==> config.mk <==
export PLATFORM = sky130hd
export DESIGN_NAME = commit_snoopissue
export DESIGN_NICKNAME = d
export VERILOG_FILES = /design/src/rtl/commit_pkg.sv /design/src/rtl/commit_snoopissue_fifo.sv /design/src/rtl/commit_snoopissue.sv
export SDC_FILE = /design/constraint.sdc
export NUM_CORES = 1
export LEC_CHECK = 0
export ABC_CLOCK_PERIOD_IN_PS = 6300
export CAP_MARGIN = 15
export CORE_AREA = 2 2 157 159
export CTS_CLUSTER_DIAMETER = 100
export CTS_CLUSTER_SIZE = 8
export DETAILED_ROUTE_END_ITERATION = 16
export DIE_AREA = 0 0 159 161
export PLACE_DENSITY = 0.86
export SLEW_MARGIN = 20
export SYNTH_ARGS = -nofsm -noshare
export SYNTH_HDL_FRONTEND = slang
export SYNTH_SLANG_ARGS = --single-unit
==> constraint.sdc <==
create_clock -name clk -period 6.3 [get_ports clk]
set_clock_uncertainty 0.2 [all_clocks]
set_input_delay 1.575 -clock clk [delete_from_list [all_inputs] [get_ports clk]]
set_output_delay 1.575 -clock clk [all_outputs]
set_load 0.02 [all_outputs]
==> src/rtl/commit_pkg.sv <==
// Shared definitions for the commit snoop table and its query-side issue block.
package commit_pkg;

    localparam int SNOOP_LINE_LSB = 6;
    localparam int ENTRY_TAG_W    = 4;

    typedef enum logic [1:0] {
        IDLE   = 2'd0,
        CHECK  = 2'd1,
        REPLAY = 2'd2,
        CLEAR  = 2'd3
    } state_t;

    typedef struct packed {
        logic [31:0]            addr;
        logic [ENTRY_TAG_W-1:0] tag;
    } entry_t;

endpackage

==> src/rtl/commit_snoopissue_fifo.sv <==
// Generic circular FIFO with occupancy count and a single-cycle flush.
module commit_snoopissue_fifo #(
    parameter int DEPTH = 8,
    parameter int WIDTH = 36
) (
    input  logic                     clk,
    input  logic                     reset,
    input  logic                     flush,
    input  logic                     push,
    input  logic                     pop,
    input  logic [WIDTH-1:0]         push_data,
    output logic [WIDTH-1:0]         head,
    output logic [$clog2(DEPTH):0]   count,
    output logic                     full,
    output logic                     empty
);

    localparam int AW = $clog2(DEPTH);
    localparam int CW = AW + 1;

    logic [WIDTH-1:0] mem [DEPTH];
    logic [AW-1:0]    wr_ptr;
    logic [AW-1:0]    rd_ptr;
    logic [CW-1:0]    cnt;
    logic             push_ok;
    logic             pop_ok;

    assign full    = (cnt == CW'(DEPTH));
    assign empty   = (cnt == '0);
    assign push_ok = push & ~full;
    assign pop_ok  = pop & ~empty;
    assign head    = mem[rd_ptr];
    assign count   = cnt;

    // NOTE: sequential state uses non-blocking assignments so every register samples pre-edge values.
    always_ff @(posedge clk or posedge reset) begin
        if (reset) begin
            wr_ptr <= '0;
            rd_ptr <= '0;
            cnt    <= '0;
        end else if (flush) begin
            wr_ptr <= '0;
            rd_ptr <= '0;
            cnt    <= '0;
        end else begin
            if (push_ok) wr_ptr <= wr_ptr + AW'(1);
            if (pop_ok)  rd_ptr <= rd_ptr + AW'(1);
            cnt <= cnt + CW'(push_ok) - CW'(pop_ok);
        end
    end

    // NOTE: storage is not reset; an entry is only ever read after it has been written.
    always_ff @(posedge clk) begin
        if (push_ok && !flush) mem[wr_ptr] <= push_data;
    end

endmodule

==> src/rtl/commit_snoopissue.sv <==
// Query-side snoop issue: buffers completed load addresses, queries the snoop
// table one per cycle, and on a hit requests a replay followed by a clear pulse.
module commit_snoopissue
    import commit_pkg::*;
#(
    parameter int DEPTH = 8,
    parameter int TAG_W = ENTRY_TAG_W
) (
    input  logic                   clk,
    input  logic                   reset,
    input  logic                   enq_valid,
    output logic                   enq_ready,
    input  logic [31:0]            enq_addr,
    input  logic [TAG_W-1:0]       enq_tag,
    input  logic                   cancel,
    output logic [31:0]            q_addr,
    input  logic                   q_hit,
    output logic                   replay_valid,
    input  logic                   replay_ready,
    output logic [31:0]            replay_addr,
    output logic [TAG_W-1:0]       replay_tag,
    output logic                   en_clear,
    output logic [$clog2(DEPTH):0] count,
    output logic                   busy
);

    localparam int CW = $clog2(DEPTH) + 1;

    typedef struct packed {
        logic [31:0]      addr;
        logic [TAG_W-1:0] tag;
    } slot_t;

    slot_t         push_slot;
    slot_t         head_slot;
    state_t        state;
    state_t        state_next;
    logic          push;
    logic          pop;
    logic          query;
    logic          full;
    logic          empty;
    logic [CW-1:0] cnt_after_pop;

    assign push_slot = '{addr: enq_addr, tag: enq_tag};

    // Enqueue is blocked while full even if the head pops this cycle.
    assign enq_ready = ~full;
    assign push      = enq_valid & enq_ready & ~cancel;
    assign query     = (state == CHECK) & ~empty;
    assign pop       = query & ~cancel;

    commit_snoopissue_fifo #(
        .DEPTH (DEPTH),
        .WIDTH ($bits(slot_t))
    ) u_fifo (
        .clk       (clk),
        .reset     (reset),
        .flush     (cancel),
        .push      (push),
        .pop       (pop),
        .push_data (push_slot),
        .head      (head_slot),
        .count     (count),
        .full      (full),
        .empty     (empty)
    );

    assign cnt_after_pop = count - CW'(1) + CW'(push);

    // NOTE: state_next gets a default before the case so no path leaves it unassigned (no latch).
    always_comb begin
        state_next = state;
        unique case (state)
            IDLE:   if (!empty) state_next = CHECK;
            CHECK: begin
                if (empty)                   state_next = IDLE;
                else if (q_hit)              state_next = REPLAY;
                else if (cnt_after_pop == 0) state_next = IDLE;
            end
            REPLAY: if (replay_ready) state_next = CLEAR;
            CLEAR:  state_next = empty ? IDLE : CHECK;
            default: state_next = IDLE;
        endcase
        // A flush abandons any query, replay or pending clear.
        if (cancel) state_next = IDLE;
    end

    always_ff @(posedge clk or posedge reset) begin
        if (reset) state <= IDLE;
        else       state <= state_next;
    end

    always_ff @(posedge clk or posedge reset) begin
        if (reset) begin
            replay_addr <= '0;
            replay_tag  <= '0;
        end else if (query && q_hit && !cancel) begin
            replay_addr <= head_slot.addr;
            replay_tag  <= head_slot.tag;
        end
    end

    assign q_addr       = query ? head_slot.addr : '0;
    assign replay_valid = (state == REPLAY);
    assign en_clear     = (state == CLEAR);
    assign busy         = (state != IDLE) || !empty;

endmodule

-- Yosys cells after proc, flatten, opt, wreduce, memory -nomap -nowiden
Memories as Yosys holds them, arrays and structs flattened.
Index checks and enable logic that the tools add are counted.
- register bits: 48
- RAM bits: 288
- input port bits: 42
- logic and storage cells: 58
- memories: 1
- memory list (memory ; words ; bits a word ; read ports ; clocked after Yosys merged registers in ; wr ports ; RTL line ; text):
    u_fifo.mem ; 8 ; 36 ; 1 ; 0 ; 1 ; commit_snoopissue_fifo.sv:21 ; logic [WIDTH-1:0] mem [DEPTH];
- add/subtract/negate cells: 6
- equal/unequal tests: 7
- mux-type cells: 16
- bitwise logic cells: 9
- reduce and logical (&&, ||, !) cells: 13
- operators with widths (kind ; count):
    $mux W32 ; 1
    $mux W2 ; 6
    $mux W3 ; 4
    $add A4 B1 Y4 ; 2
    $logic_not A4 Y1 ; 2
    $pmux W2 S4 ; 1
    $add A3 B1 Y3 const B ; 2
    $and A1 B1 Y1 ; 6
    $reduce_bool A2 Y1 ; 3
    $ne A5 B4 Y1 const B ; 1
    $eq A2 B2 Y1 const B ; 2
    $eq A4 B4 Y1 const B ; 1
    $mux W4 ; 1
    $sub A4 B1 Y4 ; 1
    $sub A4 B1 Y4 const B ; 1
    $logic_and A1 B1 Y1 ; 3
    $mux W1 ; 3
    $ne A3 B2 Y1 const B ; 1
    $ne A3 B3 Y1 const B ; 1
    $not A1 Y1 ; 3
    $reduce_and A3 Y1 ; 1
    $eq A2 B1 Y1 const B ; 1
    $logic_not A1 Y1 ; 2
    $logic_not A2 Y1 ; 1
    $logic_or A1 B1 Y1 ; 1

-- Longest topological paths before layout
- word-level depth: 11
- depth in mapped cells: 14
- gate-level depth less buffers: 12

-- Hierarchy
A second synthesis with hierarchy kept.
- cell total of the unflattened synthesis: 635
- area, all modules: 13643.1 µm²
- modules (own cells, without submodules) (module ; times used ; cells each ; area each (µm²) ; seq. area each (µm²)):
    commit_snoopissue_fifo ; 1 ; 491 ; 11705.0 ; 8898.5
    commit_snoopissue ; 1 ; 144 ; 1938.1 ; 950.9

-- Least setup slack after synthesis
OpenSTA, ideal clock, no wires.
- kind: input -> register
- start: in cancel
- end: mem u_fifo.mem[0][0], enable pin
- library setup time: 0.519 ns
- arrival: 5.387 ns
- data required time: 5.581 ns
- slack: 0.194 ns
- cell stages on the path: 4
- cells stage by stage: inv_1 > and3_1 > inv_1 > nor4_1
- longest elaborated chain between the ends: 6
- elaborated cells on any way between the ends: 7
- RTL lines (item ; RTL line ; text):
    start: declaration ; commit_snoopissue.sv:15 ; input logic cancel,
    $not A1 Y1 ; commit_snoopissue.sv:49 ; assign push = enq_valid & enq_ready & ~cancel;
    $and A1 B1 Y1 ; commit_snoopissue.sv:49 ;
    $and A1 B1 Y1 ; commit_snoopissue_fifo.sv:30 ; assign push_ok = push & ~full;
    $logic_and A1 B1 Y1 (*) ; commit_snoopissue_fifo.sv:54 ; if (push_ok && !flush) mem[wr_ptr] <= push_data;
    $mux W1 (*) ; commit_snoopissue_fifo.sv:54 ;
    $mux W1 (implied by the code) (*) ; commit_snoopissue_fifo.sv:54 ;
    end: declaration ; commit_snoopissue_fifo.sv:21 ;
Every way passes the cells marked *; elsewhere a longest branch is shown, timed or not.

-- Worst setup path after layout
- start: reg u_fifo.cnt[2], in the netlist u_fifo.count[2]
- end: out q_addr[26]
- longest elaborated chain between the ends: 4
- RTL lines (item ; RTL line ; text):
    start: declaration ; commit_snoopissue_fifo.sv:24 ; logic [CW-1:0] cnt;
    start signal: assignment ; commit_snoopissue_fifo.sv:48 ; cnt <= cnt + CW'(push_ok) - CW'(pop_ok);
    $logic_not A4 Y1 ; commit_snoopissue_fifo.sv:29 ; assign empty = (cnt == '0);
    $not A1 Y1 ; commit_snoopissue.sv:50 ; assign query = (state == CHECK) & ~empty;
    $and A1 B1 Y1 ; commit_snoopissue.sv:50 ;
    $mux W32 ; commit_snoopissue.sv:104 ; assign q_addr = query ? head_slot.addr : '0;
    end: declaration ; commit_snoopissue.sv:16 ; output logic [31:0] q_addr,
Every way passes these cells.

==> metrics <==
Final Hold Vio Count=0; cts bufs inserted=47; Placer Congestion=0.7497; Chip Width=159 um; syn_area_per_cell=between 15 and 20 um^2; first-pass GRT wire length=42,340 um; Detail Route Antenna Nets=0; Critical Path AT=between 3 and 4 ns; Fmax=191.9 MHz; drt wl/cell=23.65 um; Ports=118; vias=6,740; Nets=865; worst slack, placed=approximately 1.7 ns; PwrDens=406.7 nW/um^2; final-layout fill cell count=between 1,500 and 2,000; commonest cells after routing, fill and taps aside=edfxtp_1 (288), clkdlybuf4s50_1 (117), nor2_1 (77), mux4_2 (72), clkbuf_16 (48); asr flop ratio synth=0.1429; initial antenna violation count=1; cell count after synthesis=660; mapped cell area=13,000 um^2; pin count of the biggest net entering global routing=75; final WL=between 20,000 and 30,000 um; Final setup viols=0; type of the worst min-delay path=register to register; Storage cell area=9858 um^2; die area=25,600 um^2; drt first pass iters=7; Max FO, Critical Path=36; Total GRT Usage=0.2206; post-layout util=0.6684; Required @ worst endpoint=4.53 ns; # hold bufs at CTS=0; Worst Tran Pin Value=between 1 and 1.5 ns; max_cap viols=0; Syn Nets=714; max-slew violation count=0; Initial Utilization=0.5427; area of the multi-input gates=2965 um^2; area growth from synthesis to layout=23.17%; floorplan row count=57; Yosys reg bits=336; Sum Neg Setup Slack=0 ns; Final period util=0.8271; Startpoint Class=register; dpl hpwl=~15,000 um; clock latency on the worst-skew pair=0.55 ns; CTS tree=built; prevailing post-synth register cell=edfxtp_1; htree depth=2; vias in the first global route=between 7,000 and 8,000; Setup Buffers After CTS=0; initial drt markers=around 540; commonest non-fill, non-tap cell in the layout=edfxtp_1; Root Driver=clkbuf_16; Worst Hold Slack=0.3210 ns; Netlist cell types=31; post-route cell area=about 16,000 um^2; RSZ-0062 raised after global routing=false; Yosys warning total=0; post-cts resize count=0; GRT Residual Overflow=0; Relative slew margins=0.3306; Remaining DRCs=0; proportion of layout cells with a drive suffix above 1=0.1835; minimum clock period=5.211 ns; EDFF count, synth=288; clk sinks=336; input/output buffers=117; Crit Path Class=register to output port; Max clock buf depth=3; placed cell area=~15,000 um^2; Clk pin slew, worst setup/hold paths=0.05 ns; worst vdd ir=0.0002474 V; CP Capture Type=output port; status=complete, no violations; Leak=5.251 nW; final setup margin=1.089 ns; Vias/cell=5.736; Placeable Area=roughly 24,000 um^2; sequential fraction of the synthesis area=0.7574; Die H=around 160 um
per-stage QoR:
stage	total power, mW	cells
global placement	4.167	1085
detailed placement	4.213	1085
CTS	6.567	1173
floorplan	3.650	660
global route	6.776	1175
finish	6.514	1175
report_power, final:
part           leakage [nW]  switching [mW]  total (mW)  internal, mW
logic                  1.42           0.745        1.43         0.683
registers              3.18           0.125        2.75          2.63
clock network         0.658           0.899        2.33          1.43
total                  5.25            1.77        6.51          4.74
routing by layer:
metal	part of all wire	track usage
met4	0.026	0.07314
met3	0.063	0.04468
met5	0	0
met2	0.52	0.3814
met1	0.39	0.2844
layout make-up:
type / count / area share
sequential: 336 / 0.6154
multi-input combinational: 281 / 0.1851
timing repair buffer: 136 / 0.08483
clock buffer: 86 / 0.08389
tap: 324 / 0.02531
clock inverter: 2 / 0.003125
inverter: 9 / 0.002109
antenna: 1 / 0.0001562
kinds of logic (layout without fill, tap and decap cells):
group	Yosys count	count (layout)	share of synthesized area
simple gates	110	110	0.03608
mux	109	109	0.1532
flops	336	336	0.7574
compound gates	42	42	0.01684
buf+inv	43	233	0.01905
fa+ha+maj	12	12	0.01212
other cells	0	1	0
xor+xnor	8	8	0.005388
critical path, stage by stage, from the launching register on:
cell and delay [ns]:
dfrtp_1 0.40, inv_1 0.15, ha_1 0.16, nor3b_1 0.49, nand2b_2 0.90, nor2_1 0.17
clkdlybuf4s50_1 0.62
registers in the layout, indices dropped and copies added (netlist names):
register and flops:
replay_tag 4, replay_addr 32, u_fifo.rd_ptr 3, u_fifo.mem 288, u_fifo.wr_ptr 3, state 2
u_fifo.count 4
cell usage after synthesis (3+ instances only):
| cell | n | area, um^2 |
|---|---|---|
| buf_4 | 7 | 52.55 |
| nor3_1 | 5 | 25.02 |
| edfxtp_1 | 288 | 8648 |
| dfrtp_1 | 48 | 1201 |
| xor2_1 | 5 | 43.79 |
| nand2b_1 | 4 | 25.02 |
| ha_1 | 11 | 137.6 |
| nor2_1 | 80 | 300.3 |
| nor2b_1 | 4 | 25.02 |
| xnor2_1 | 3 | 26.28 |
| inv_1 | 9 | 33.78 |
| clkbuf_1 | 7 | 26.28 |
| buf_2 | 16 | 80.08 |
| mux2i_1 | 37 | 370.4 |
| nand2_1 | 7 | 26.28 |
| mux4_2 | 72 | 1622 |
| a21oi_1 | 39 | 195.2 |
worst paths after layout:
check,from,endpoint,slack (ns),depth (start not counted)
max in group asynchronous,reset,u_fifo.rd_ptr[0],4.02,3
worst max register to register,u_fifo.count[2],u_fifo.count[2],2.55,11
min in group asynchronous,reset,replay_addr[26],1.34,3
worst min register to register,replay_addr[7],replay_addr[7],0.32,2
worst max-delay path,u_fifo.count[2],q_addr[26],1.09,6
worst min-delay path,replay_addr[7],replay_addr[7],0.32,2
(Power assumes the default switching activity.)
